$ cat config.mk
export PLATFORM = sky130hd
export DESIGN_NAME = knn_ctrl
export DESIGN_NICKNAME = d
export VERILOG_FILES = /design/src/rtl/knn_pkg.sv /design/src/rtl/knn_vote.sv /design/src/rtl/knn_ctrl.sv
export SDC_FILE = /design/constraint.sdc
export NUM_CORES = 1
export LEC_CHECK = 0
export CORE_AREA = 5 5 204 206
export CTS_BUF_LIST = sky130_fd_sc_hd__clkbuf_8 sky130_fd_sc_hd__clkbuf_16
export CTS_CLUSTER_DIAMETER = 150
export DETAILED_ROUTE_END_ITERATION = 10
export DIE_AREA = 0 0 209 211
export PLACE_DENSITY = 0.66
export SLEW_MARGIN = 20
export SYNTH_ARGS = -nofsm -noshare
export SYNTH_HDL_FRONTEND = slang
export SYNTH_HIERARCHICAL = 1
export SYNTH_SLANG_ARGS = --single-unit
export TNS_END_PERCENT = 5
$ cat constraint.sdc
create_clock -name clk -period 2.75 [get_ports clk]
set_input_delay 0.55 -clock clk [delete_from_list [all_inputs] [get_ports clk]]
set_output_delay 0.55 -clock clk [all_outputs]
set_load 0.01 [all_outputs]
$ cat src/rtl/knn_pkg.sv
// knn_pkg: shared definitions for the KNN sequencer slice.
//   - default widths for points, labels, addresses and neighbour count
//   - neighbour entry width and field offsets ({distance, label}, label low)
//   - the all-ones "unfilled entry" distance constant
//   - controller state encoding
package knn_pkg;

  localparam int KNN_DATA_W      = 32;
  localparam int KNN_LABEL_W     = 8;
  localparam int KNN_N_NEIGHBOUR = 4;
  localparam int KNN_TRAIN_AW    = 10;
  localparam int KNN_TEST_AW     = 8;
  localparam int KNN_CORE_LAT    = 1;

  // One neighbour entry: distance in the high bits, label in the low bits.
  localparam int KNN_ENTRY_W   = KNN_DATA_W + KNN_LABEL_W;
  localparam int KNN_LABEL_LSB = 0;
  localparam int KNN_DIST_LSB  = KNN_LABEL_W;

  // Distance value the core reports for an entry that holds no candidate.
  localparam logic [KNN_DATA_W-1:0] KNN_DIST_NONE = '1;

  typedef enum logic [2:0] {
    ST_IDLE,
    ST_FETCH_A,
    ST_LOAD_A,
    ST_STREAM,
    ST_DRAIN,
    ST_VOTE,
    ST_OUT
  } knn_state_e;

endpackage

$ cat src/rtl/knn_vote.sv
// knn_vote: combinational majority vote over the K neighbour entries.
//   nbr   in  (DATA_W+LABEL_W)*N_NEIGHBOUR  packed entries, entry 0 nearest
//   label out LABEL_W                       winning label (0 if no entry filled)
// Each filled entry counts how many filled entries share its label; the entry
// with the highest count wins, and scanning from entry 0 with a strict
// comparison makes the lowest-index (nearest) entry win ties.
module knn_vote
  import knn_pkg::*;
#(
  parameter int DATA_W      = KNN_DATA_W,
  parameter int LABEL_W     = KNN_LABEL_W,
  parameter int N_NEIGHBOUR = KNN_N_NEIGHBOUR
) (
  input  logic [(DATA_W+LABEL_W)*N_NEIGHBOUR-1:0] nbr,
  output logic [LABEL_W-1:0]                      label
);

  localparam int EW = DATA_W + LABEL_W;
  localparam int CW = $clog2(N_NEIGHBOUR + 1);

  logic [LABEL_W-1:0]     lbl [N_NEIGHBOUR];
  logic [N_NEIGHBOUR-1:0] vld;
  logic [CW-1:0]          cnt [N_NEIGHBOUR];

  genvar gi;
  generate
    for (gi = 0; gi < N_NEIGHBOUR; gi++) begin : g_entry
      logic [CW-1:0] match_cnt;

      assign lbl[gi] = nbr[gi*EW +: LABEL_W];
      // An all-ones distance marks an unfilled entry.
      assign vld[gi] = ~&nbr[gi*EW+LABEL_W +: DATA_W];

      always_comb begin
        match_cnt = '0;
        for (int j = 0; j < N_NEIGHBOUR; j++) begin
          if (vld[gi] && vld[j] && (lbl[j] == lbl[gi])) begin
            match_cnt = match_cnt + CW'(1);
          end
        end
      end

      assign cnt[gi] = match_cnt;
    end
  endgenerate

  // Unfilled entries carry a count of 0 and can never beat the initial best.
  always_comb begin
    logic [CW-1:0] best_cnt;
    best_cnt = '0;
    label    = '0;
    for (int i = 0; i < N_NEIGHBOUR; i++) begin
      if (cnt[i] > best_cnt) begin
        best_cnt = cnt[i];
        label    = lbl[i];
      end
    end
  end

endmodule

$ cat src/rtl/knn_ctrl.sv
// knn_ctrl: sequencer for knn_core.
// For each test point: fetch it, clear the core, stream every training point
// into the core, wait for the neighbour list to settle, vote, and present the
// result on a valid/ready port.
// Ports:
//   clk, rst (async, active-low)      clock and reset
//   run, stop                         job start pulse / synchronous abort
//   cfg_n_train, cfg_n_test           point counts, latched on run
//   busy, done                        not-idle flag / end-of-job pulse
//   train_addr, train_rdata           training memory (1-cycle read)
//   test_addr, test_rdata             test memory (1-cycle read)
//   knn_a, knn_b, knn_label,
//   knn_valid, knn_start, knn_nbr     core interface
//   res_valid, res_ready, res_idx,
//   res_label, res_nbr                result port
module knn_ctrl
  import knn_pkg::*;
#(
  parameter int DATA_W      = KNN_DATA_W,
  parameter int LABEL_W     = KNN_LABEL_W,
  parameter int N_NEIGHBOUR = KNN_N_NEIGHBOUR,
  parameter int TRAIN_AW    = KNN_TRAIN_AW,
  parameter int TEST_AW     = KNN_TEST_AW,
  parameter int CORE_LAT    = KNN_CORE_LAT
) (
  input  logic                                    clk,
  input  logic                                    rst,
  input  logic                                    run,
  input  logic                                    stop,
  input  logic [TRAIN_AW:0]                       cfg_n_train,
  input  logic [TEST_AW:0]                        cfg_n_test,
  output logic                                    busy,
  output logic                                    done,
  output logic [TRAIN_AW-1:0]                     train_addr,
  input  logic [DATA_W+LABEL_W-1:0]               train_rdata,
  output logic [TEST_AW-1:0]                      test_addr,
  input  logic [DATA_W-1:0]                       test_rdata,
  output logic [DATA_W-1:0]                       knn_a,
  output logic [DATA_W-1:0]                       knn_b,
  output logic [LABEL_W-1:0]                      knn_label,
  output logic                                    knn_valid,
  output logic                                    knn_start,
  input  logic [(DATA_W+LABEL_W)*N_NEIGHBOUR-1:0] knn_nbr,
  output logic                                    res_valid,
  input  logic                                    res_ready,
  output logic [TEST_AW-1:0]                      res_idx,
  output logic [LABEL_W-1:0]                      res_label,
  output logic [(DATA_W+LABEL_W)*N_NEIGHBOUR-1:0] res_nbr
);

  localparam int NBR_W  = (DATA_W + LABEL_W) * N_NEIGHBOUR;
  localparam int DCNT_W = $clog2(CORE_LAT + 1) + 1;

  knn_state_e state_reg, state_next;

  logic [TRAIN_AW:0]     n_train_reg;
  logic [TEST_AW:0]      n_test_reg;
  logic [TRAIN_AW:0]     train_idx_reg;
  logic [TEST_AW:0]      test_idx_reg;
  logic [DCNT_W-1:0]     drain_cnt_reg;
  logic                  valid_reg;
  logic                  done_reg;
  logic [DATA_W-1:0]     knn_a_reg;
  logic [TEST_AW-1:0]    res_idx_reg;
  logic [LABEL_W-1:0]    res_label_reg;
  logic [NBR_W-1:0]      res_nbr_reg;
  logic [LABEL_W-1:0]    vote_label;

  logic cfg_zero;
  logic train_last;
  logic test_last;
  logic handshake;

  assign cfg_zero   = (cfg_n_train == '0) || (cfg_n_test == '0);
  assign train_last = (train_idx_reg == n_train_reg - 1'b1);
  assign test_last  = (test_idx_reg == n_test_reg - 1'b1);
  assign handshake  = (state_reg == ST_OUT) && res_ready;

  knn_vote #(
    .DATA_W      (DATA_W),
    .LABEL_W     (LABEL_W),
    .N_NEIGHBOUR (N_NEIGHBOUR)
  ) u_vote (
    .nbr   (knn_nbr),
    .label (vote_label)
  );

  // ---------------------------------------------------------------- FSM
  always_ff @(posedge clk or negedge rst) begin
    if (!rst) begin
      state_reg <= ST_IDLE;
    end else begin
      state_reg <= state_next;
    end
  end

  always_comb begin
    state_next = state_reg;
    case (state_reg)
      ST_IDLE:    if (run && !cfg_zero) state_next = ST_FETCH_A;
      ST_FETCH_A: state_next = ST_LOAD_A;
      ST_LOAD_A:  state_next = ST_STREAM;
      ST_STREAM:  if (train_last) state_next = ST_DRAIN;
      ST_DRAIN:   if (drain_cnt_reg == DCNT_W'(CORE_LAT)) state_next = ST_VOTE;
      ST_VOTE:    state_next = ST_OUT;
      ST_OUT:     if (res_ready) state_next = test_last ? ST_IDLE : ST_FETCH_A;
      default:    state_next = ST_IDLE;
    endcase
    if (stop) begin
      state_next = ST_IDLE;
    end
  end

  // ----------------------------------------------------------- datapath
  always_ff @(posedge clk or negedge rst) begin
    if (!rst) begin
      n_train_reg   <= '0;
      n_test_reg    <= '0;
      train_idx_reg <= '0;
      test_idx_reg  <= '0;
      drain_cnt_reg <= '0;
      valid_reg     <= 1'b0;
      done_reg      <= 1'b0;
      knn_a_reg     <= '0;
      res_idx_reg   <= '0;
      res_label_reg <= '0;
      res_nbr_reg   <= '0;
    end else if (stop) begin
      // Abort clears everything so the outputs read as after reset.
      n_train_reg   <= '0;
      n_test_reg    <= '0;
      train_idx_reg <= '0;
      test_idx_reg  <= '0;
      drain_cnt_reg <= '0;
      valid_reg     <= 1'b0;
      done_reg      <= 1'b0;
      knn_a_reg     <= '0;
      res_idx_reg   <= '0;
      res_label_reg <= '0;
      res_nbr_reg   <= '0;
    end else begin
      done_reg  <= 1'b0;
      // A candidate is presented the cycle after its address is issued.
      valid_reg <= (state_reg == ST_STREAM);
      case (state_reg)
        ST_IDLE: begin
          if (run) begin
            n_train_reg  <= cfg_n_train;
            n_test_reg   <= cfg_n_test;
            test_idx_reg <= '0;
            done_reg     <= cfg_zero;
          end
        end
        ST_FETCH_A: begin
          train_idx_reg <= '0;
        end
        ST_LOAD_A: begin
          knn_a_reg     <= test_rdata;
          drain_cnt_reg <= '0;
        end
        ST_STREAM: begin
          train_idx_reg <= train_idx_reg + 1'b1;
        end
        ST_DRAIN: begin
          drain_cnt_reg <= drain_cnt_reg + 1'b1;
        end
        ST_VOTE: begin
          res_label_reg <= vote_label;
          res_nbr_reg   <= knn_nbr;
          res_idx_reg   <= test_idx_reg[TEST_AW-1:0];
        end
        ST_OUT: begin
          if (handshake) begin
            test_idx_reg <= test_idx_reg + 1'b1;
            done_reg     <= test_last;
          end
        end
        default: ;
      endcase
    end
  end

  // ------------------------------------------------------------ outputs
  assign busy       = (state_reg != ST_IDLE);
  assign done       = done_reg;
  assign train_addr = train_idx_reg[TRAIN_AW-1:0];
  assign test_addr  = test_idx_reg[TEST_AW-1:0];
  assign knn_a      = knn_a_reg;
  // Candidate operands come straight from the memory read port; gated so
  // they read 0 outside candidate cycles.
  assign knn_b      = valid_reg ? train_rdata[DATA_W-1:0] : '0;
  assign knn_label  = valid_reg ? train_rdata[DATA_W +: LABEL_W] : '0;
  assign knn_valid  = valid_reg;
  // Core is held clear in FETCH_A/LOAD_A and enabled from STREAM until the
  // result is taken, so knn_nbr holds through DRAIN, VOTE and OUT.
  assign knn_start  = (state_reg == ST_STREAM) || (state_reg == ST_DRAIN) ||
                      (state_reg == ST_VOTE)   || (state_reg == ST_OUT);
  assign res_valid  = (state_reg == ST_OUT);
  assign res_idx    = res_idx_reg;
  assign res_label  = res_label_reg;
  assign res_nbr    = res_nbr_reg;

endmodule

==> summary.txt <==
Run status
  • Status: complete, but fails checks
  • Failing checks: negative setup slack

Final layout
  • Share of cells above drive strength 1: 20.1%
  • NumNets Final: 2,148
  • Layout Utilization: 52.9%
  • Design area: 0.0209 mm2
  • Synth-to-Final Area Change: 63.0%
  • Max FFs per register: 160

Global routing
  • GRT Residual Overflow: 0
  • Number of global-route vias before repair: 12,900
  • Antenna violations before repair: 13
  • Largest net degree at the start of global routing: 95
  • GRT Util Overall: 21.1%
  • First-pass GRT wire length: 75,400 um

Worst setup path
  • Arr. time, crit path: 5.90 ns
  • CP top delay family: compound AO/OA/AOI/OAI gates
  • CP Launch Type: primary input
  • Crit path max fanout: 5
  • Worst path bufs/invs: 3
  • Critical Path Slowest Stage Cell: ha_1
  • Most used cell, CP: ha_1
  • Critical path class: primary input to register
  • Worst EP required: 3.20 ns
  • CP endpoint kind: register
  • Crit path largest cell delay: 0.36 ns

Synth
  • Yosys top cell by area: dfrtp_1
  • Async set-reset flop share out of synthesis: 100%
  • Post-synth EDFFs: 0
  • Mean area per synthesized cell: 10.5 um2
  • Area contributors post-synth: dfrtp_1 (50%), a22o_1 (12%), xnor2_1 (4.5%)
  • Yosys warns: 6
  • Synth top area share: 49.9%
  • Synth Net Count: 1,503
  • Post-Synthesis Cells: 1,221
  • Most common cell in the netlist: dfrtp_1
  • Post-Syn Area: 0.0128 mm2
  • Seq/Total Area, Yosys: 49.9%
  • Post-synthesis register bit count: 255
  • Post-synth cell types: 75
  • Dominant synthesized flop cell: dfrtp_1
  • Most instantiated cells after synthesis: dfrtp_1 (255), a22o_1 (178), nand2_1 (145), xnor2_1 (66), a21oi_1 (63)

Power
  • Comb pwr share: 20.1%
  • Sw Share: 27.3%
  • Max rail drop VDD: 0.000456 V
  • P_int: 7.39 mW
  • Clock group share of total power: 40.4%
  • Power per cell area: 487 mW/mm2
  • Net Sw Power: 2.77 mW
  • Seq pwr share: 39.5%
  • Static leakage: 9.28 nW

Detailed routing
  • Vias: 12,300
  • Initial drt markers: 754
  • Mean number of vias per cell: 5.08
  • Detailed Routing Iterations Pass 1: 5
  • ANT nets after route: 0
  • Final wirelength: 49,000 um
  • Routed wire per std cell: 20.2 um
  • Remaining DRCs: 0

Place
  • Pre-CTS WS: -4.04 ns
  • Dpl hpwl: 36,900 um
  • Port bufs: 527
  • Placed cell area: 0.0197 mm2
  • Routability congestion estimate from global placement: 0.878

Floorplan
  • Die Width: 209 um
  • Core area: 0.0395 mm2
  • Chip height: 211 um
  • Rows: 73
  • Initial Utilization: 32.4%
  • Num ports: 528
  • Die area: 0.0441 mm2

STA
  • RSZ-0062 raised after global routing: true
  • FMAX: 0.183 GHz
  • Min Tclk post-route: 5.46 ns
  • Worst-margin pin slew: 0.854 ns
  • Setup WS post-layout: -2.71 ns
  • Hold Fails Final Rpt: 0
  • Clock Skew: 0.0181 ns
  • Slew headroom: 43.0%
  • Final slew viol count: 0
  • Endpoints failing setup: 8
  • Fin crit share: 198%

Flow run
  • Max cap viols: 0

Clocking
  • Clk slew on worst S/H paths: 0.06 ns
  • # clock sinks: 255
  • Total CTS buffers: 29
  • CTS tree: yes
  • Clk buf depth: 3
  • Worst-Skew Late Latency: 0.56 ns
  • H-tree levels: 1
  • CTS Root Cell: clkbuf_16

Worst hold path
  • Hold Crit Class: primary input to register
[cell type report]
cell class | count | area [um2]
fillers | 3563 | 18600
repair buffers | 712 | 6520
flip-flops and latches | 255 | 6380
multi-input cells | 844 | 6170
clock buffers | 32 | 767
well taps | 525 | 657
clock inverters | 21 | 245
inverters | 24 | 95.1
diodes | 7 | 17.5
[power groups by stage]
stage	Combinational (mW)	Clock [mW]	Sequential, mW
2_1_floorplan	0.888	0	4.08
3_3_place_gp	2.00	0	4.07
3_5_place_dp	2.04	0	4.07
4_1_cts	2.04	4.21	4.01
5_1_grt	2.22	4.36	4.03
6_report	2.04	4.11	4.01
[per-stage QoR]
step | hold WS (ns) | instances | total power [mW] | setup TNS, ns
2_1_floorplan | 0.254 | 1221 | 4.97 | -24.84
3_3_place_gp | 0.486 | 2346 | 6.07 | -30.73
3_5_place_dp | 0.490 | 2346 | 6.12 | -32.26
4_1_cts | 0.168 | 2409 | 10.3 | -21.00
5_1_grt | 0.185 | 2418 | 10.6 | -23.63
6_report | 0.200 | 2420 | 10.2 | -21.45
[logic make-up (layout without fill, tap and decap cells)]
family | Yosys count | count (layout) | share of synthesized area (%)
buffers and inverters | 123 | 789 | 4.60
DFF | 255 | 255 | 49.9
muxes | 16 | 16 | 1.35
other | 0 | 7 | 0
adders and majority gates | 25 | 25 | 2.44
and+or+nand+nor | 375 | 375 | 15.8
xor gates and xnor gates | 83 | 83 | 5.85
AOI/OAI and AO/OA | 344 | 345 | 20.1
[per-layer routing]
layer	GRT usage (%)	part of all wire (%)
met1	26.1	40
met2	36.1	49
met3	6.55	8.5
met4	5.20	2.2
met5	0	0.14
[placed cells by master, fill, tap and decap left out, drive strengths merged, types with 9 or more instances in the layout]
master	count
and2	50
a22o	178
buf	214
dlygate4sd2	43
nor4	15
clkinv	9
nand3	14
nand4	51
dfrtp	255
a21oi	63
clkdlybuf4s15	24
xnor2	67
mux2i	12
nand2	146
inv	29
nor2b	9
clkdlybuf4s50	405
clkbuf	57
o21ai	52
xor2	15
nor3	11
nor2	45
ha	25
and3	10
[timing repair]
action	CTS	global route
pin swaps	75	52
resized for setup	304	54
hold buffers	1	0
endpoints found under the setup margin	10	9
setup buffers	9	5
endpoints found under the hold margin	62	0
cloned	1	0
[worst paths after layout]
| check | slack, ns | depth (start not counted) | endpoint | startpoint |
|---|---|---|---|---|
| min in group asynchronous | 0.58 | 2 | res_nbr[101]$_DFFE_PN0P_ | rst |
| max in group asynchronous | 1.44 | 3 | res_nbr[130]$_DFFE_PN0P_ | rst |
| setup reg to reg | 0.41 | 8 | state_reg[1]$_DFFE_PN0P_ | n_train_reg[0]$_DFFE_PN0P_ |
| hold reg to reg | 0.50 | 1 | res_nbr[110]$_DFFE_PN0P_ | res_nbr[110]$_DFFE_PN0P_ |
| setup / recovery | -2.71 | 30 | res_label[1]$_DFFE_PN0P_ | knn_nbr[59] |
| hold / removal | 0.20 | 2 | res_nbr[51]$_DFFE_PN0P_ | knn_nbr[51] |
No activity file was read; power rests on OpenSTA's default activity.
